==> config.mk <==
export PLATFORM = sky130hd
export DESIGN_NAME = serial_tx
export DESIGN_NICKNAME = d
export VERILOG_FILES = /design/src/rtl/serial_pkg.sv /design/src/rtl/bit_timer.sv /design/src/rtl/serial_tx.sv
export SDC_FILE = /design/constraint.sdc
export NUM_CORES = 1
export LEC_CHECK = 0
export ABC_AREA = 1
export CAP_MARGIN = 5
export CORE_ASPECT_RATIO = 1.75
export CORE_MARGIN = 1.5
export CORE_UTILIZATION = 37
export CTS_CLUSTER_DIAMETER = 80
export DETAILED_ROUTE_END_ITERATION = 10
export SLEW_MARGIN = 10
export SYNTH_ARGS = -nofsm -noshare
export SYNTH_HDL_FRONTEND = slang
export SYNTH_HIERARCHICAL = 1
export SYNTH_SLANG_ARGS = --single-unit
==> constraint.sdc <==
create_clock -name clk -period 1.3 [get_ports clk]
set_input_delay 0.26 -clock clk [delete_from_list [all_inputs] [get_ports clk]]
set_output_delay 0.26 -clock clk [all_outputs]
set_load 0.005 [all_outputs]
==> src/rtl/serial_pkg.sv <==
// Shared definitions for the single-wire serial link (transmitter and receiver).
package serial_pkg;

  typedef enum logic [1:0] {
    IDLE  = 2'd0,
    START = 2'd1,
    DATA  = 2'd2,
    STOP  = 2'd3
  } serial_state_e;

  // Level the line rests at between frames; the start bit is its complement.
  localparam logic LINE_IDLE = 1'b1;

endpackage

==> src/rtl/bit_timer.sv <==
// Bit-period timer: tick marks the last clock of every BIT_CYCLES-long bit period.
module bit_timer #(
  parameter int BIT_CYCLES = 4
) (
  input  logic clk,
  input  logic rst,
  input  logic clear,
  output logic tick
);

  localparam int CW = (BIT_CYCLES > 1) ? $clog2(BIT_CYCLES) : 1;
  localparam logic [CW-1:0] CNT_LAST = CW'(BIT_CYCLES - 1);

  logic [CW-1:0] cnt;

  // Free-running modulo-BIT_CYCLES counter, realigned to zero when a frame starts.
  always_ff @(posedge clk) begin
    if (rst || clear) begin
      cnt <= '0;
    end else if (cnt == CNT_LAST) begin
      cnt <= '0;
    end else begin
      cnt <= cnt + CW'(1);
    end
  end

  assign tick = (cnt == CNT_LAST);

endmodule

==> src/rtl/serial_tx.sv <==
// Parallel-in, serial-out frame transmitter: start bit, WIDTH data bits LSB first, stop bit.
module serial_tx
  import serial_pkg::*;
#(
  parameter int WIDTH      = 8,
  parameter int BIT_CYCLES = 4
) (
  input  logic             clk,
  input  logic             rst,
  input  logic [WIDTH-1:0] data_in,
  input  logic             load,
  output logic             ready,
  output logic             tx,
  output logic             done
);

  localparam int BW = (WIDTH > 1) ? $clog2(WIDTH) : 1;
  localparam logic [BW-1:0] BIT_LAST = BW'(WIDTH - 1);

  serial_state_e    state, state_nxt;
  logic [WIDTH-1:0] shreg, shreg_nxt, shreg_sh;
  logic [BW-1:0]    bit_cnt, bit_cnt_nxt;
  logic             tx_nxt, ready_nxt, done_nxt;
  logic             clear, tick;

  bit_timer #(
    .BIT_CYCLES (BIT_CYCLES)
  ) u_bit_timer (
    .clk   (clk),
    .rst   (rst),
    .clear (clear),
    .tick  (tick)
  );

  // Next-state and next-output logic; outputs are computed one cycle ahead so
  // that tx/ready/done come straight from flops.
  always_comb begin
    state_nxt   = state;
    shreg_nxt   = shreg;
    bit_cnt_nxt = bit_cnt;
    tx_nxt      = tx;
    ready_nxt   = 1'b0;
    done_nxt    = 1'b0;
    clear       = 1'b0;
    shreg_sh    = shreg >> 1;
    case (state)
      IDLE: begin
        ready_nxt = 1'b1;
        tx_nxt    = LINE_IDLE;
        if (load) begin
          state_nxt = START;
          shreg_nxt = data_in;
          tx_nxt    = ~LINE_IDLE;
          ready_nxt = 1'b0;
          clear     = 1'b1;
        end
      end
      START: begin
        tx_nxt = ~LINE_IDLE;
        if (tick) begin
          state_nxt   = DATA;
          bit_cnt_nxt = '0;
          tx_nxt      = shreg[0];
        end
      end
      DATA: begin
        tx_nxt = shreg[0];
        if (tick) begin
          if (bit_cnt == BIT_LAST) begin
            state_nxt = STOP;
            tx_nxt    = LINE_IDLE;
          end else begin
            shreg_nxt   = shreg_sh;
            bit_cnt_nxt = bit_cnt + BW'(1);
            tx_nxt      = shreg_sh[0];
          end
        end
      end
      STOP: begin
        tx_nxt = LINE_IDLE;
        if (tick) begin
          state_nxt = IDLE;
          ready_nxt = 1'b1;
          done_nxt  = 1'b1;
        end
      end
      default: begin
        state_nxt = IDLE;
        tx_nxt    = LINE_IDLE;
        ready_nxt = 1'b1;
      end
    endcase
  end

  // State, datapath and output registers; reset abandons any frame in flight.
  always_ff @(posedge clk) begin
    if (rst) begin
      state   <= IDLE;
      shreg   <= '0;
      bit_cnt <= '0;
      tx      <= LINE_IDLE;
      ready   <= 1'b1;
      done    <= 1'b0;
    end else begin
      state   <= state_nxt;
      shreg   <= shreg_nxt;
      bit_cnt <= bit_cnt_nxt;
      tx      <= tx_nxt;
      ready   <= ready_nxt;
      done    <= done_nxt;
    end
  end

endmodule

== Yosys cells after proc, flatten, opt, wreduce, memory -nomap -nowiden ==
Index checks and enable logic that the tools add are counted.

* $add $sub $neg: 2
* Eq/ne operators: 11
* Multiplexer cells: 23
* Bitwise logic cells: 1
* Reduce and logical (&&, ||, !) cells: 9

{| class="wikitable"
|+ Operator list
! operator !! number
|-
| two-way mux 8 bit || 3
|-
| one-hot mux 8 bit (2 select lines) || 1
|-
| inequality test 2 bit (second input constant) || 6
|-
| two-way mux 2 bit || 5
|-
| two-way mux 3 bit || 3
|-
| one-hot mux 2 bit (4 select lines) || 1
|-
| AND reduction 4 bit || 2
|-
| two-way mux 1 bit || 7
|-
| == test 2 bit (second input constant) || 3
|-
| one-hot mux 3 bit (2 select lines) || 1
|-
| AND reduction 5 bit || 1
|-
| one-hot mux 1 bit (4 select lines) || 1
|-
| nonzero test 2 bit || 2
|-
| OR reduction 2 bit || 2
|-
| adder 3 x 1 -> 3 bit (second input constant) || 1
|-
| == test 3 bit (second input constant) || 1
|-
| adder 2 x 1 -> 2 bit (second input constant) || 1
|-
| == test 2 x 1 -> 1 bit (second input constant) || 1
|-
| logical NOT 2 bit || 1
|-
| one-hot mux 1 bit (2 select lines) || 1
|-
| logical OR 1 bit || 1
|-
| inverter 1 bit || 1
|}

* Flip-flop bits (word level): 18
* Bits of input ports: 11
* Logic and storage cells: 53

== Depth between registers and ports, before layout ==
* Word-level depth: 4
* Depth in mapped cells: 9
* Mapped depth without buffers: 8

== Hierarchy ==
Netlist, hierarchy kept.

{| class="wikitable"
|+ Modules (own cells, without submodules)
! module !! times used !! cells an instance !! area each (um2) !! seq. area each (um2)
|-
| serial_tx || 1 || 141 || 920.9 || 320.3
|-
| bit_timer || 1 || 9 || 75.1 || 40.0
|}

== Least setup slack after synthesis ==
Ideal clock, no wire load.

* Path type: register -> register
* Start: reg state[0]
* End: reg shreg[0]
* Setup time: 0.113 ns
* Arrival: 1.185 ns
* Required time: 1.187 ns
* Slack: 0.002 ns
* Stages on the path, launching flop included: 10
* Path buffers: 1
* Cells stage by stage: dfxtp_1 > inv_1 > ha_1 > buf_4 > nand2_1 > inv_1 > a21oi_1 > nand3_1 > nand2_1 > nor2_1

* Word-level cells in the longest chain between the ends: 3
* Elaborated cells on any way between the ends: 8
* Those cells by class: 4 x eq/ne; 1 x mux; 3 x reduce/logical

{| class="wikitable"
|+ Ends and longest elaborated chain
! element !! RTL line !! text
|-
| start, declared || serial_tx.sv:20 || <nowiki>serial_state_e state, state_nxt;</nowiki>
|-
| start signal, assigned || serial_tx.sv:105 || <nowiki>state <= state_nxt;</nowiki>
|-
| == test 2 bit or logical NOT 2 bit (tied branches) || serial_tx.sv:46 || <nowiki>case (state)</nowiki>
|-
| inequality test 2 bit (no line) or nonzero test 2 bit (tied branches) || - ||
|-
| AND reduction 4 bit (no line) || - ||
|-
| end signal, assigned || serial_tx.sv:106 || <nowiki>shreg <= shreg_nxt;</nowiki>
|-
| end, declared || serial_tx.sv:21 || <nowiki>logic [WIDTH-1:0] shreg, shreg_nxt, shreg_sh;</nowiki>
|}

Parallel ways exist; a longest one is shown, timed or not.
A chain may end at the register's enable or synchronous reset.

== Final worst setup path ==
* Start: reg bit_cnt[1]
* End: reg state[1]

* Word-level cells in the longest chain between the ends: 3

{| class="wikitable"
|+ Ends and longest elaborated chain
! element !! RTL line !! text
|-
| start, declared || serial_tx.sv:22 || <nowiki>logic [BW-1:0] bit_cnt, bit_cnt_nxt;</nowiki>
|-
| start signal, assigned || serial_tx.sv:107 || <nowiki>bit_cnt <= bit_cnt_nxt;</nowiki>
|-
| == test 3 bit || serial_tx.sv:69 || <nowiki>if (bit_cnt == BIT_LAST) begin</nowiki>
|-
| inequality test 2 bit (no line) || - ||
|-
| AND reduction 5 bit (no line) || - ||
|}

Every way passes these cells.

==> metrics.yaml <==
worstPathRequired_ps: 1450
dr.pass1.iters: 4
syn-instance-count: 150
area_growth_syn_to_layout_pct: 48.37
cts.hold.buffers_added: 0
critPathKind: "reg -> reg"
synth_area_um2: 996.0
worst_setup_path_start_kind: "register"
routed_wl_um: 2366
max_stage_delay_ps: 340
fin_cells: 208
maxCapViolCount: 0
num_antenna_cells: 0
cp_slowest_cell: "dfxtp_2"
die_area_um2: 3024
grt_pass1_wl_um: 3967
via_per_inst: 4.808
hold_violations: 0
setup_violations: 0
design.core.area_um2: 2522
ir_worst_vdd_mv: 1.303
timing.fmax_mhz: 777.6
syn_area_per_cell_um2: 6.640
dp_hpwl_um: 1792
fin_skew_ps: 1.574
route.detailed.drc: 0
cts_tree: "yes"
yosysUniqueCellTypes: 17
dp_cells: 204
port_buffers: 13
worst_pin_slew_ps: 242.3
gr-total-overflow: 0
hp-class: "reg -> reg"
r2r_start: "bit_cnt[1]"
crit_path_frequent_cell: "ha_4"
relSlewSlack: 0.8381
drive_above_1_share: 0.3022
ys_ff_latch: 18
syn_nets: 169
h-tree-depth: 1
setup.worst_path.end_class: "register"
grt_start_max_net_pins: 13
status: "finished clean"
critPathArrivalTime_ps: 1440
routabilityCongestion: 0.8129
r2r-end: "state[1]"
cts-root-buf: "clkbuf_8"
grtUsageTotal: 0.1720
clk_latency_ps: 250
vias: 1000
layout.nets: 203
clkTransAtPathRegs_ps: 60
crit_chain: "ha_4, ha_4, buf_4, a21o_1, nand3_2, nand2_1, inv_1, nor2_2"
antenna_found_initial: 0
cts_made_buffers: 3
ff2ff_setup_slack_ps: 10
powerDensity_nw_per_um2: 2255
die_h_um: 71.64
period_share: 0.9892
ys_seq_area_frac: 0.3618
p_leak_nw: 0.7446
die_x_um: 42.22
initial_core_util: 0.3948
drt-initial-drc-count: 19
ant_nets: 0
cts_buffer_depth: 2
cp-startpoint: "bit_cnt[1]"
grt_pass1_vias: 1028
wl_per_cell_um: 11.38
pin_count: 14
finalPower_mw: 3.332
fin_crit_ps: 1286
rows: 24
worstRegToRegCells: 8
cts.sinks: 18
endpoint: "state[1]"
yosysWarnings: 6
crit_fanout: 2
rsz0062_at_grt: "true"
slew_viol_final: 0
[cell usage in the layout, fill, tap and decap left out, types with 4 or more instances in the layout]
cell type	n
nor2_1	24
inv_2	4
a21oi_1	7
a21oi_2	4
clkdlybuf4s50_1	10
nand2_4	5
nand2_1	31
ha_4	4
dfxtp_1	14
inv_1	17
buf_4	16
nand3_1	13
dfxtp_2	4
[cell families (layout without fill, tap and decap cells)]
| kind of cell | count (synthesis) | in the layout | synth area share |
|---|---|---|---|
| AO/OA/AOI/OAI | 16 | 16 | 0.09673 |
| flip-flops | 18 | 18 | 0.3618 |
| buffers and inverters | 26 | 58 | 0.1030 |
| adder cells (fa/ha/maj) | 8 | 8 | 0.1005 |
| AND/OR/NAND/NOR | 82 | 82 | 0.3379 |
[worst max-delay path, delay by kind of cell, from the launching register on]
kind | cells | cell delay [ps]
AOI/OAI and AO/OA | 1 | 180
buffers and inverters | 2 | 190
adders and majority gates | 2 | 320
and+or+nand+nor | 3 | 160
DFF | 1 | 340
[cell type report]
type                            instances  area, µm²
Fill cell                             238       1045
Multi-Input combinational cell        106      658.1
Sequential cell                        18      365.4
Timing Repair Buffer                   32      289.0
Inverter                               23      91.34
Clock buffer                            3      41.29
Tap cell                               26      32.53
[sequential cells by signal, summed over array words and instances (netlist names)]
register	count
done	1
u_bit_timer/cnt	2
shreg	8
ready	1
tx	1
state	2
bit_cnt	3
[metrics by stage]
| stage | setup slack, ps | cell area, µm² | util | hold WS, ps | TNS [ps] |
|---|---|---|---|---|---|
| 2_1_floorplan | 1.694 | 996.0 | - | 329.1 | 0 |
| 6_report | 14.00 | 1478 | 0.5858 | 420.0 | 0 |
| 3_5_place_dp | -142.1 | 1290 | 0.5114 | 414.5 | -1382 |
| 3_3_place_gp | -112.3 | 1290 | 0.5114 | 405.0 | -1138 |
| 4_1_cts | 3.157 | 1394 | 0.5526 | 424.0 | 0 |
| 5_1_grt | -67.24 | 1478 | 0.5858 | 448.2 | -294.7 |
[power by group]
part	switching (mW)	total (mW)	internal, mW
registers	0.116	0.866	0.750
clock network	0.177	0.383	0.206
logic	1.14	2.08	0.944
total	1.43	3.33	1.90
[synth_stat cells]
library cell  count  share of area
a21oi_1          11          0.055
clkbuf_1          1         0.0038
nand4_1           1         0.0063
inv_1            21          0.079
or2_0             1         0.0063
a21oi_4           1          0.016
ha_1              8           0.10
nand2_2           2          0.013
o21ai_0           2          0.010
dfxtp_1          18           0.36
buf_4             1         0.0075
inv_2             2         0.0075
a21o_1            2          0.015
nor2_1           26          0.098
nand2_1          37           0.14
buf_2             1         0.0050
nand3_1          15          0.075
[worst min path at each step]
| stage | from | to | cells past startpoint |
|---|---|---|---|
| after floorplan | rst | bit_cnt[1] | 1 |
| after global placement | u_bit_timer/cnt[0] | u_bit_timer/cnt[0] | 1 |
| after detailed placement | u_bit_timer/cnt[0] | u_bit_timer/cnt[0] | 1 |
| after CTS | u_bit_timer/cnt[0] | u_bit_timer/cnt[0] | 1 |
| after global routing | u_bit_timer/cnt[0] | u_bit_timer/cnt[0] | 1 |
| final | u_bit_timer/cnt[0] | u_bit_timer/cnt[0] | 1 |
[metal layers]
layer,global-route usage,up-vias,wire (µm)
met5,0,-,0
met4,0.09722,0,50
met3,0.04030,7,90
met2,0.3282,17,1289
met1,0.1593,447,936
li1,-,529,-
[repair_timing]
item | 4_1_cts | 5_1_grt
setup buffers | 1 | 0
resized for setup | 21 | 24
endpoints found under the setup margin | 17 | 14
pin swaps | 6 | 11
(Power assumes the default switching activity.)
